$ cat src/rtl/eeg_dat_rx.sv
// rtl/eeg_dat_rx.sv - packs CHIP_DAT_DW pad beats into OUT_DW words with lane enables
//
// Optional feature: define EEG_RX_STAT_EN to build the accepted-frame counter.
//
// Ports:
//   clk, rst_n       clock, synchronous active-low reset
//   chip_dat_vld     pad beat valid
//   chip_dat_lst     last beat of a frame
//   chip_dat_cmd     beat belongs to a command (1) or data (0) frame
//   chip_dat_dat     pad beat payload
//   chip_dat_rdy     block accepts a beat this cycle
//   out_vld/out_rdy  packed word handshake
//   out_dat          packed word, first beat in lane 0
//   out_ben          lane enables
//   out_lst          word closes a frame
//   out_cmd          word type
//   rx_err           sticky protocol-error flag
//   rx_frm_cnt       frames leaving with out_lst=1 (0 unless EEG_RX_STAT_EN)
module eeg_dat_rx #(
    parameter int CHIP_DAT_DW = 8,
    parameter int OUT_DW      = 32
) (
    input  logic                          clk,
    input  logic                          rst_n,
    input  logic                          chip_dat_vld,
    input  logic                          chip_dat_lst,
    input  logic                          chip_dat_cmd,
    input  logic [CHIP_DAT_DW-1:0]        chip_dat_dat,
    output logic                          chip_dat_rdy,
    output logic                          out_vld,
    input  logic                          out_rdy,
    output logic [OUT_DW-1:0]             out_dat,
    output logic [OUT_DW/CHIP_DAT_DW-1:0] out_ben,
    output logic                          out_lst,
    output logic                          out_cmd,
    output logic                          rx_err,
    output logic [15:0]                   rx_frm_cnt
);

    localparam int RATIO = OUT_DW / CHIP_DAT_DW;
    localparam int LCW   = (RATIO > 1) ? $clog2(RATIO) : 1;

    logic [LCW-1:0]    lane_cnt;
    logic              type_r;
    logic [OUT_DW-1:0] word_r;
    logic [RATIO-1:0]  ben_r;

    logic              beat_acc;
    logic              proto_err;
    logic              beat_ok;
    logic              last_lane;
    logic              load;
    logic [OUT_DW-1:0] asm_word;
    logic [RATIO-1:0]  asm_ben;
    logic              asm_cmd;

    // Single output register: a new word may load whenever the current one
    // is absent or leaving this cycle.
    assign chip_dat_rdy = !out_vld || out_rdy;
    assign beat_acc     = chip_dat_vld && chip_dat_rdy;

    // A type change in the middle of a word is a framing error; the beat is dropped.
    assign proto_err = beat_acc && (lane_cnt != '0) && (chip_dat_cmd != type_r);
    assign beat_ok   = beat_acc && !proto_err;
    assign last_lane = (lane_cnt == LCW'(RATIO - 1));
    assign load      = beat_ok && (last_lane || chip_dat_lst);

    // Partial word is kept zeroed between words, so writing the current lane
    // into it yields both the stored partial and the word to emit.
    always_comb begin
        asm_word = word_r;
        asm_ben  = ben_r;
        for (int i = 0; i < RATIO; i++) begin
            if (lane_cnt == LCW'(i)) begin
                asm_word[i*CHIP_DAT_DW +: CHIP_DAT_DW] = chip_dat_dat;
                asm_ben[i] = 1'b1;
            end
        end
        asm_cmd = (lane_cnt == '0) ? chip_dat_cmd : type_r;
    end

    always_ff @(posedge clk) begin
        if (!rst_n) begin
            lane_cnt <= '0;
            type_r   <= 1'b0;
            word_r   <= '0;
            ben_r    <= '0;
            rx_err   <= 1'b0;
        end else begin
            if (proto_err) begin
                rx_err <= 1'b1;
            end
            if (proto_err || load) begin
                lane_cnt <= '0;
                word_r   <= '0;
                ben_r    <= '0;
            end else if (beat_ok) begin
                lane_cnt <= lane_cnt + 1'b1;
                word_r   <= asm_word;
                ben_r    <= asm_ben;
                if (lane_cnt == '0) begin
                    type_r <= chip_dat_cmd;
                end
            end
        end
    end

    always_ff @(posedge clk) begin
        if (!rst_n) begin
            out_vld <= 1'b0;
            out_dat <= '0;
            out_ben <= '0;
            out_lst <= 1'b0;
            out_cmd <= 1'b0;
        end else if (load) begin
            out_vld <= 1'b1;
            out_dat <= asm_word;
            out_ben <= asm_ben;
            out_lst <= chip_dat_lst;
            out_cmd <= asm_cmd;
        end else if (out_rdy) begin
            out_vld <= 1'b0;
        end
    end

`ifdef EEG_RX_STAT_EN
    logic [15:0] frm_cnt_r;

    always_ff @(posedge clk) begin
        if (!rst_n) begin
            frm_cnt_r <= 16'd0;
        end else if (out_vld && out_rdy && out_lst) begin
            frm_cnt_r <= frm_cnt_r + 16'd1;
        end
    end

    assign rx_frm_cnt = frm_cnt_r;
`else
    assign rx_frm_cnt = 16'd0;
`endif

endmodule

$ cat config.mk
export PLATFORM = sky130hd
export DESIGN_NAME = eeg_dat_rx
export DESIGN_NICKNAME = d
export VERILOG_FILES = /design/src/rtl/eeg_dat_rx.sv
export SDC_FILE = /design/constraint.sdc
export NUM_CORES = 1
export LEC_CHECK = 0
export BUFFER_PORTS_ARGS = -buffer_cell sky130_fd_sc_hd__buf_2
export CAP_MARGIN = 15
export CORE_MARGIN = 4
export CORE_UTILIZATION = 25
export CTS_CLUSTER_DIAMETER = 200
export DETAILED_ROUTE_END_ITERATION = 7
export HOLD_SLACK_MARGIN = 0.08
export PLACE_DENSITY = 0.49
export SETUP_SLACK_MARGIN = 0.15
export SLEW_MARGIN = 10
export SYNTH_ARGS = -nofsm -noshare
export SYNTH_HDL_FRONTEND = slang
export SYNTH_SLANG_ARGS = --single-unit
export TNS_END_PERCENT = 100
$ cat constraint.sdc
create_clock -name clk -period 1.8 [get_ports clk]
set_input_delay 0 -clock clk [delete_from_list [all_inputs] [get_ports clk]]
set_output_delay 0 -clock clk [all_outputs]
set_load 0.05 [all_outputs]
==> results.md, run 1 <==
- Root Buffer: clkbuf_16
- Min-delay worst type: primary input to flop
- Vias in the first global route: 3,339
- Top_reg_cell synth: dfxtp_1
- RePlAce Congestion: 0.7458
- Initial antenna violation count: 0
- Setup Crit Path Kind: flop to flop
- Post-layout net count: 493
- DRT Wirelength: 11,550 microns
- Finished Cell Area: 4720 sq um
- Worst relative slew slack: 0.6330
- Worst ir drop on vdd: 0.5416 mV
- Htree depth: 3
- Area grow syn2layout: 24.98%
- Post-DP HPWL: 7609 microns
- Power Dens Cells: 979.6 nW/um^2
- WL per Instance: 17.40 microns
- Clk_skew: 0.009963 ns
- Flops & latches, synth: 79
- RSZ-0062 raised after global routing: true
- Tot GR Track Use: 0.1357
- First-pass GRT wire length: 17,950 microns
- Drt pass-1 iters: 4
- Mapped Area: 3776 sq um
- Die Y: 130.9 microns
- Crit-path cells: inv_2 -> ha_4 -> buf_6 -> o211ai_1 -> buf_4 -> buf_4 -> buf_6 -> o221a_2
- Post-synth EDFFs: 0
- Sequential area share after synthesis: 0.4188
- Share of cells above drive strength 1: 0.3229
- Fin crit period: 1.604 ns
- Crit Path Max Fanout: 10
- Ant diodes: 0
- Final hold violation count: 0
- Achievable Freq: 0.6233 GHz
- Worst R2R Path Depth: 8
- Yosys warnings: 0
- Initial Util: 0.2579
- Placed Cells: 638
- Endpoint class of the critical path: flop
- Maximum clock insertion buffer count: 2
- Lkg Pwr: 2.173 nW
- Final Max Tran Viols: 0
- Kind of start point of the critical path: flop
- Cts bufs inserted: 9
- Total gr overflow: 0
- DR DRC count: 0
- DR vias/cell: 5.062
- CTS tree: done
- Placement-stage cell area: 4275 sq um
- Setup-failing EPs final: 0
- Die Wd: 130.9 microns
- Crit. Startpoint: lane_cnt[0]
- Setup_tns: 0 ns
- Slew @ Worst Pin: 0.5484 ns
- Period Utilization, post-route: 0.8913
- First-iteration detailed-routing DRC count: 191
- CP Data Required Time: 2.02 ns
- Die area: 17,130 sq um
- R2R Setup Slk: 0.20 ns
- Critical R2R Launch: lane_cnt[0]
- Boundary pin count: 71
- R2R Path End: out_dat[9]
- Worst Setup EP: out_dat[9]
- Post-synth ARST share: 0
- Critical Path AT: 1.83 ns
- Worst-Skew Late Latency: 0.34 ns
- Slowest CP cell: dfxtp_2
- Syn avg cell area: 9.034 sq um
- Max cap viols: 0
- Status: completed
- # rows: 44
- Fill cells: 1,520
- Synth Instances: 418
- Largest net degree at the start of global routing: 29
- Reg clk slew, reported paths: 0.06 ns
- Core Area: 14,640 sq um
- Clk sinks: 79
- Max incr delay on CP: 0.34 ns
- Post-route insts no fill: 664
- Via count: 3,361
- Number of routed nets with antenna violations: 0
- Netlist cell types: 34
- I/O Buffers: 54
[registers in the layout (all words and copies together), names as in the netlist]
| signal | cells |
|---|---|
| out_dat | 32 |
| out_lst | 1 |
| type_r | 1 |
| word_r | 32 |
| out_ben | 4 |
| out_cmd | 1 |
| lane_cnt | 2 |
| rx_err | 1 |
| out_vld | 1 |
| ben_r | 4 |
[synthesized netlist by cell type (all sizes together), types with 2 or more instances]
library cell / n / area share
o21ai: 4 / 0.0053
a41o: 24 / 0.064
nor3: 25 / 0.033
o2111ai: 2 / 0.0046
clkbuf: 32 / 0.032
a31oi: 3 / 0.0050
o221a: 33 / 0.098
ha: 4 / 0.013
a211oi: 4 / 0.0080
buf: 30 / 0.055
nand4: 3 / 0.0050
dfxtp: 79 / 0.42
inv: 7 / 0.0070
mux2i: 28 / 0.074
nand2: 66 / 0.066
nor2b: 9 / 0.015
a21oi: 42 / 0.056
nor2: 12 / 0.013
[worst max-delay path, delay by kind of cell, from the launching register on]
family,cells,cell delay (ns)
compound gates,2,0.31
fa+ha+maj,1,0.17
buf+inv,5,0.66
flops,1,0.34
[how the worst min path moves through the flow]
stage                             from          to  slack, ns  cells past startpoint
final                            rst_n      type_r       0.09                      3
after global placement    chip_dat_cmd      type_r       0.30                      3
after global routing             rst_n  out_dat[0]        0.1                      2
after CTS                        rst_n  out_dat[0]       0.08                      2
after floorplan           chip_dat_cmd      type_r       0.14                      2
after detailed placement  chip_dat_cmd      type_r       0.31                      3
[metrics by stage]
stage,setup slack [ns],utilization,power [mW],hold slack (ns)
floorplan,0.1519,-,2.567,0.1388
CTS,0.1331,0.3169,4.649,0.08404
global route,0.1359,0.3223,4.823,0.09583
global placement,0.09076,0.2920,2.781,0.3010
detailed placement,0.01330,0.2920,2.788,0.3106
finish,0.1956,0.3223,4.623,0.09194
[area by class of cell]
type	count	area, sq um	share of cell area
clock buffer	13	250.2	0.05302
clock inverter	3	42.54	0.009014
inverter	7	26.28	0.005567
multi-input combinational	285	1947	0.4125
sequential	79	1587	0.3362
tap	184	230.2	0.04878
timing repair buffer	93	636.9	0.1349
[cells in the final DEF, fill, tap and decap left out, drive strengths merged, types with 2 or more instances in the layout]
cell type    netlist  layout
buf               30      90
dfxtp             79      79
nand2             66      66
a21oi             42      42
o221a             33      33
mux2i             28      28
nor3              25      25
a41o              24      24
conb               1      16
clkbuf            32      14
nor2              12      12
nor2b              9       9
inv                7       7
a211oi             4       4
o21ai              4       4
ha                 4       4
nand4              3       3
a31oi              3       3
dlygate4sd3        0       2
o2111ai            2       2
[logic make-up after synthesis]
family,synth area share
AND/OR/NAND/NOR,0.1329
adder cells (fa/ha/maj),0.01325
XOR/XNOR,0.004640
flip-flops,0.4188
other,0.0009931
multiplexers,0.07422
AO/OA/AOI/OAI,0.2611
buffers and inverters,0.09410
[routing by layer]
layer  vias to the layer above  part of all wire  wire length (microns)  track usage
li1                       1618                 -                      -            -
met5                         -                 0                      0            0
met1                      1625              0.46                   5315       0.1793
met3                        16             0.056                    642      0.03984
met4                         0             0.016                    187      0.05626
met2                       102              0.47                   5407       0.2071
[power by group]
group	internal, mW	switching (mW)
Combinational	0.276	0.644
Sequential	1.83	0.0474
Clock	1.11	0.714
Total	3.22	1.40
[timing repair]
item	in CTS	in global routing
pin swaps	1	1
hold buffers	2	0
gates cloned	0	1
resized for setup	8	12
hold endpoints to repair	3	0
buffers inserted	2	5
setup endpoints to repair	53	50
No activity file was read; power rests on OpenSTA's default activity.
==> run 2: changes to the inputs <==
ABC_AREA = 1   (was not set)
==> results.md, run 2 <==
- Status: completed (unchanged)
- Placed Cells: 745 (was 638)
- DR DRC count: 0 (unchanged)
- Crit. Startpoint: lane_cnt[0] (unchanged)
- Ant diodes: 0 (unchanged)
- Via count: 3,286 (was 3,361)
- Critical R2R Launch: lane_cnt[0] (unchanged)
- First-pass GRT wire length: 14,880 microns (was 17,950 microns)
- Critical Path AT: 1.85 ns (was 1.83 ns)
- Most common cell after layout, fill and taps aside: nand2_1 (was dfxtp_1)
- Achievable Freq: 0.6403 GHz (was 0.6233 GHz)
- DRT Wirelength: 9710 microns (was 11,550 microns)
- Lkg Pwr: 2.127 nW (was 2.173 nW)
- R2R Setup Slk: 0.24 ns (was 0.20 ns)
- Core Area: 14,040 sq um (was 14,640 sq um)
- Setup Crit Path Kind: flop to flop (unchanged)
- Die area: 16,520 sq um (was 17,130 sq um)
- Cts bufs inserted: 9 (unchanged)
- Area grow syn2layout: 26.46% (was 24.98%)
- Top_reg_cell synth: dfxtp_1 (unchanged)
- Synth area leaders: dfxtp_1 44%, nand2_1 15%, o21ai_0 9.1% (was dfxtp_1 42%, o221a_2 9.5%, mux2i_1 7.4%)
- Worst Setup EP: word_r[17] (was out_dat[9])
- Yosys warnings: 0 (unchanged)
- Fin util: 0.3270 (was 0.3223)
- Max cap viols: 0 (unchanged)
- RePlAce Congestion: 0.7889 (was 0.7458)
- Die Y: 128.5 microns (was 130.9 microns)
- RSZ-0062 raised after global routing: false (was true)
- Area of the multi-input gates: 1583 sq um (was 1947 sq um)
- Total gr overflow: 0 (unchanged)
- First-iteration detailed-routing DRC count: 204 (was 191)
- Boundary pin count: 71 (unchanged)
- Share of cells above drive strength 1: 0.1791 (was 0.3229)
- Post-synth top area cell: dfxtp_1 (unchanged)
- Fill cells: 1,503 (was 1,520)
- Final Max Tran Viols: 0 (unchanged)
- Reg clk slew, reported paths: 0.06 ns (about the same)
- Worst-Skew Late Latency: 0.34 ns (about the same)
- Clk_skew: 0.007330 ns (was 0.009963 ns)
- Largest net degree at the start of global routing: 59 (was 29)
- Flops & latches, synth: 79 (unchanged)
- Netlist cell types: 22 (was 34)
- Mapped Area: 3631 sq um (was 3776 sq um)
- Endpoint class of the critical path: flop (unchanged)
- I/O Buffers: 54 (unchanged)
- # rows: 43 (was 44)
- Synth top cells by count: 144 x nand2_1, 79 x dfxtp_1, 78 x inv_1 (was 79 x dfxtp_1, 66 x nand2_1, 42 x a21oi_1)
- Root Buffer: clkbuf_16 (unchanged)
- Syn avg cell area: 6.787 sq um (was 9.034 sq um)
- Largest regs: out_dat: 32 flops, word_r: 32 flops (unchanged)
- Maximum clock insertion buffer count: 2 (unchanged)
- Initial Util: 0.2586 (was 0.2579)
- Drt pass-1 iters: 4 (unchanged)
- Reg area: 1585 sq um (was 1587 sq um)
- Min-delay worst type: primary input to flop (unchanged)
- WL per Instance: 12.58 microns (was 17.40 microns)
- Worst R2R Path Depth: 10 (was 8)
- Setup-failing EPs final: 0 (unchanged)
- Power Dens Cells: 1032 nW/um^2 (was 979.6 nW/um^2)
- Clk sinks: 79 (unchanged)
- Htree depth: 3 (unchanged)
- Die Wd: 128.5 microns (was 130.9 microns)
- Most frequent cells in the layout: 142 x nand2_1, 76 x dfxtp_1, 75 x inv_1 (was 75 x dfxtp_1, 66 x nand2_1, 54 x buf_2)
- Tot GR Track Use: 0.1133 (was 0.1357)
- Final hold violation count: 0 (unchanged)
- Number of routed nets with antenna violations: 0 (unchanged)
- Vias in the first global route: 3,044 (was 3,339)
- Post-synth ARST share: 0 (unchanged)
- Fin crit period: 1.562 ns (was 1.604 ns)
- Post-synth top area share: 0.4356 (was 0.4188)
- Post-DP HPWL: 6394 microns (was 7609 microns)
- DR vias/cell: 4.256 (was 5.062)
- Post-layout net count: 605 (was 493)
- Sequential area share after synthesis: 0.4356 (was 0.4188)
- Synth Instances: 535 (was 418)
- Period Utilization, post-route: 0.8676 (was 0.8913)
- Post-route insts no fill: 772 (was 664)
- CP Data Required Time: 2.09 ns (was 2.02 ns)
- Initial antenna violation count: 0 (unchanged)
- Setup_tns: 0 ns (unchanged)
- Crit Path Max Fanout: 29 (was 10)
- CTS tree: done (unchanged)
- Kind of start point of the critical path: flop (unchanged)
- Post-synth EDFFs: 0 (unchanged)
- Top-count cell post-synth: nand2_1 (was dfxtp_1)
- Worst ir drop on vdd: 0.5143 mV (was 0.5416 mV)
- R2R Path End: word_r[17] (was out_dat[9])
run 2: changes by cell type after synthesis, sizes merged, moves of 4 or more:
cell / before / now
mux2i: 28 / 0
a21oi: 42 / 17
a41o: 24 / 0
o21ai: 4 / 94
clkbuf: 32 / 18
or2: 1 / 5
nand3: 0 / 40
nor2b: 9 / 0
nor2: 12 / 19
nor3: 25 / 0
o221a: 33 / 0
nand2: 66 / 144
a211oi: 4 / 0
inv: 7 / 79
run 2: worst min path at each step:
stage / from / endpoint / depth (start not counted)
after floorplan: chip_dat_lst / out_lst / 2
after global placement: chip_dat_lst / out_lst / 3
after detailed placement: chip_dat_lst / out_lst / 3
after CTS: chip_dat_dat[0] / out_dat[8] / 5
after global routing: chip_dat_dat[3] / out_dat[11] / 5
final: chip_dat_dat[0] / out_dat[8] / 5
run 2: critical path, cell delays in order, from the launching register on:
cell	delay, ns
dfxtp_2	0.35
inv_2	0.06
ha_2	0.20
inv_4	0.10
a21oi_4	0.06
buf_4	0.15
buf_6	0.11
clkbuf_16	0.18
o21ai_0	0.18
nand2_1	0.07
inv_1	0.05
run 2: kinds of logic (layout without fill, tap and decap cells):
family / Yosys count / after routing / share of synthesized area
simple gates: 209 / 209 / 0.2347
buf+inv: 128 / 170 / 0.1527
compound gates: 113 / 113 / 0.1599
flops: 79 / 79 / 0.4356
fa+ha+maj: 4 / 4 / 0.01378
other cells: 1 / 16 / 0.001033
xor+xnor: 1 / 1 / 0.002413
run 2: area by class of cell:
class | instances | area share
tap | 180 | 0.04905
clock inverter | 7 | 0.02262
multi-input combinational | 343 | 0.3447
clock buffer | 9 | 0.04905
timing repair buffer | 75 | 0.1237
sequential | 79 | 0.3452
inverter | 79 | 0.06567
run 2: what timing repair did:
action,in CTS,in global routing
gates cloned,0,3
endpoints found under the setup margin,47,75
gates resized for setup,2,15
pin swaps,0,1
setup buffers,0,4
hold buffers,4,0
hold endpoints to repair,14,0
run 2: report_power, final:
part | switching (mW) | leakage [nW] | internal (mW)
sequential | 0.0345 | 0.642 | 1.82
clock | 0.769 | 0.161 | 1.23
combinational | 0.620 | 1.32 | 0.264
run 2: layer usage:
metal / global-route usage / wire length [microns] / up-vias
met1: 0.1358 / 4356 / 1484
li1: - / - / 1742
met4: 0.04571 / 116 / 0
met2: 0.1964 / 4838 / 52
met5: 0 / 0 / -
met3: 0.02532 / 398 / 8
run 2: per-stage QoR:
stage / total power [mW] / instance area, sq um / worst slack, ns / hold slack [ns]
after floorplan: 2.495 / 3696 / 0.1787 / 0.1483
after global placement: 2.677 / 4076 / 0.1632 / 0.2920
after detailed placement: 2.684 / 4076 / 0.07933 / 0.2971
after CTS: 4.719 / 4454 / 0.1482 / 0.1282
after global routing: 4.955 / 4592 / 0.1225 / 0.1620
final: 4.740 / 4592 / 0.2383 / 0.1311
==> run 3: changes to the inputs <==
clock period = 1.6 ns   (was 1.8 ns; I/O delays follow)
==> results.md, run 3 (synthesis gave the netlist of run 2 again) <==
- Status: completed (unchanged)
- Die Wd: 128.5 microns (unchanged)
- Setup Crit Path Kind: flop to flop (unchanged)
- Maximum clock insertion buffer count: 2 (unchanged)
- Grt met2 use: 0.2038 (was 0.1964)
- Achievable Freq: 0.6517 GHz (was 0.6403 GHz)
- Initial Util: 0.2586 (unchanged)
- Boundary pin count: 71 (unchanged)
- Endpoint class of the critical path: flop (unchanged)
- Ant diodes: 0 (unchanged)
- Initial antenna violation count: 0 (unchanged)
- Htree depth: 3 (unchanged)
- Clk_skew: 0.009195 ns (was 0.007330 ns)
- Worst-Skew Late Latency: 0.34 ns (about the same)
- Crit-path cells: inv_4 -> ha_4 -> inv_8 -> a21oi_4 -> buf_12 -> clkbuf_16 -> nand3_1 -> nand2_1 -> nor2_1 (was inv_2 -> ha_2 -> inv_4 -> a21oi_4 -> buf_4 -> buf_6 -> clkbuf_16 -> o21ai_0 -> nand2_1 -> inv_1)
- DRT Wirelength: 11,040 microns (was 9710 microns)
- Drt pass-1 iters: 4 (unchanged)
- # rows: 43 (unchanged)
- Share of cells above drive strength 1: 0.2652 (was 0.1791)
- Via count: 3,490 (was 3,286)
- First-pass GRT wire length: 15,550 microns (was 14,880 microns)
- Period Utilization, post-route: 0.9590 (was 0.8676)
- Min-delay worst type: primary input to flop (unchanged)
- Reg clk slew, reported paths: 0.06 ns (about the same)
- Die area: 16,520 sq um (unchanged)
- Root Buffer: clkbuf_16 (unchanged)
- Kind of start point of the critical path: flop (unchanged)
- Area grow syn2layout: 40.14% (was 26.46%)
- Max cap viols: 0 (unchanged)
- Power Dens Cells: 1082 nW/um^2 (was 1032 nW/um^2)
- Vias in the first global route: 3,194 (was 3,044)
- Core Area: 14,040 sq um (unchanged)
- Critical Path AT: 1.77 ns (was 1.85 ns)
- Most frequent cells in the layout: 123 x nand2_1, 75 x dfxtp_1, 73 x inv_1 (was 142 x nand2_1, 76 x dfxtp_1, 75 x inv_1)
- Clk sinks: 79 (unchanged)
- Routing usage on met1: 0.1379 (was 0.1358)
- Crit Path Max Fanout: 15 (was 29)
- Largest regs: out_dat: 32 flops, word_r: 32 flops (unchanged)
- Total gr overflow: 0 (unchanged)
- DR DRC count: 0 (unchanged)
- Placed Cells: 745 (unchanged)
- Met3 usage: 0.02532 (unchanged)
- RSZ-0062 raised after global routing: true (was false)
- Worst ir drop on vdd: 0.5355 mV (was 0.5143 mV)
- Most common cell after layout, fill and taps aside: nand2_1 (unchanged)
- Tot GR Track Use: 0.1183 (was 0.1133)
- Cts bufs inserted: 9 (unchanged)
- CP Data Required Time: 1.83 ns (was 2.09 ns)
- Lkg Pwr: 2.316 nW (was 2.127 nW)
- Setup-failing EPs final: 0 (unchanged)
- Slowest CP cell: dfxtp_4 (was dfxtp_2)
- Fill cells: 1,429 (was 1,503)
- WL per Instance: 14.03 microns (was 12.58 microns)
- Number of routed nets with antenna violations: 0 (unchanged)
- DR vias/cell: 4.435 (was 4.256)
- Post-layout net count: 620 (was 605)
- Final Max Tran Viols: 0 (unchanged)
- Min Hold Slack: 0.1284 ns (was 0.1311 ns)
- Post-route insts no fill: 787 (was 772)
- Max incr delay on CP: 0.36 ns (was 0.35 ns)
- Final hold violation count: 0 (unchanged)
- First-iteration detailed-routing DRC count: 263 (was 204)
- Largest net degree at the start of global routing: 62 (was 59)
- Fin util: 0.3624 (was 0.3270)
- GRT busiest layer: met2 (unchanged)
- CTS tree: done (unchanged)
- Fin crit period: 1.534 ns (was 1.562 ns)
- RePlAce Congestion: 0.7770 (was 0.7889)
- Post-DP HPWL: 6251 microns (was 6394 microns)
- I/O Buffers: 54 (unchanged)
- Die Y: 128.5 microns (unchanged)
run 3: worst paths after layout:
path	end	startpoint	slack (ns)	cells past startpoint
max	out_ben[2]	lane_cnt[0]	0.07	9
min	out_dat[29]	chip_dat_dat[5]	0.13	5
max reg2reg	out_ben[2]	lane_cnt[0]	0.07	9
min reg2reg	rx_err	rx_err	0.45	2
run 3: what timing repair did:
item                                    in CTS  in global routing
pin swaps                                    2                 15
resized for setup                           16                 76
setup buffers                                6                  5
endpoints found under the setup margin      76                 77
hold endpoints to repair                    12                  0
hold buffers                                 4                  0
cloned                                       2                  9
run 3: final cells by class:
cell class | instances | area [sq um] | area share
multi-input cells | 343 | 1779 | 0.3496
repair buffers | 90 | 869.6 | 0.1709
clock buffers | 11 | 252.7 | 0.04967
clock inverters | 5 | 56.30 | 0.01106
inverters | 79 | 309.0 | 0.06073
flip-flops and latches | 79 | 1597 | 0.3137
well taps | 180 | 225.2 | 0.04426
run 3: worst max-delay path, delay by kind of cell, from the launching register on:
kind / cells / cell delay, ns
AOI/OAI and AO/OA: 1 / 0.22
DFF: 1 / 0.36
and+or+nand+nor: 3 / 0.22
adders and majority gates: 1 / 0.16
buffers and inverters: 4 / 0.48
run 3: through the flow:
stage	setup slack, ns	setup TNS, ns	area, sq um	total power [mW]
after global routing	-0.002262	-0.002262	5089	5.741
final	0.06555	0	5089	5.505
after floorplan	0.1588	0	3731	2.819
after detailed placement	0.02154	0	4083	3.017
after global placement	0.04378	0	4083	3.003
after CTS	0.09546	0	4618	5.267
run 3: per-layer routing:
layer	wire length, microns	vias to the layer above
li1	-	1781
met1	4774	1618
met2	5396	70
met3	571	21
met4	299	0
met5	0	-
run 3: report_power, final:
group	internal [mW]	switching [mW]
sequential	2.04	0.0426
clock	1.29	0.830
combinational	0.484	0.813
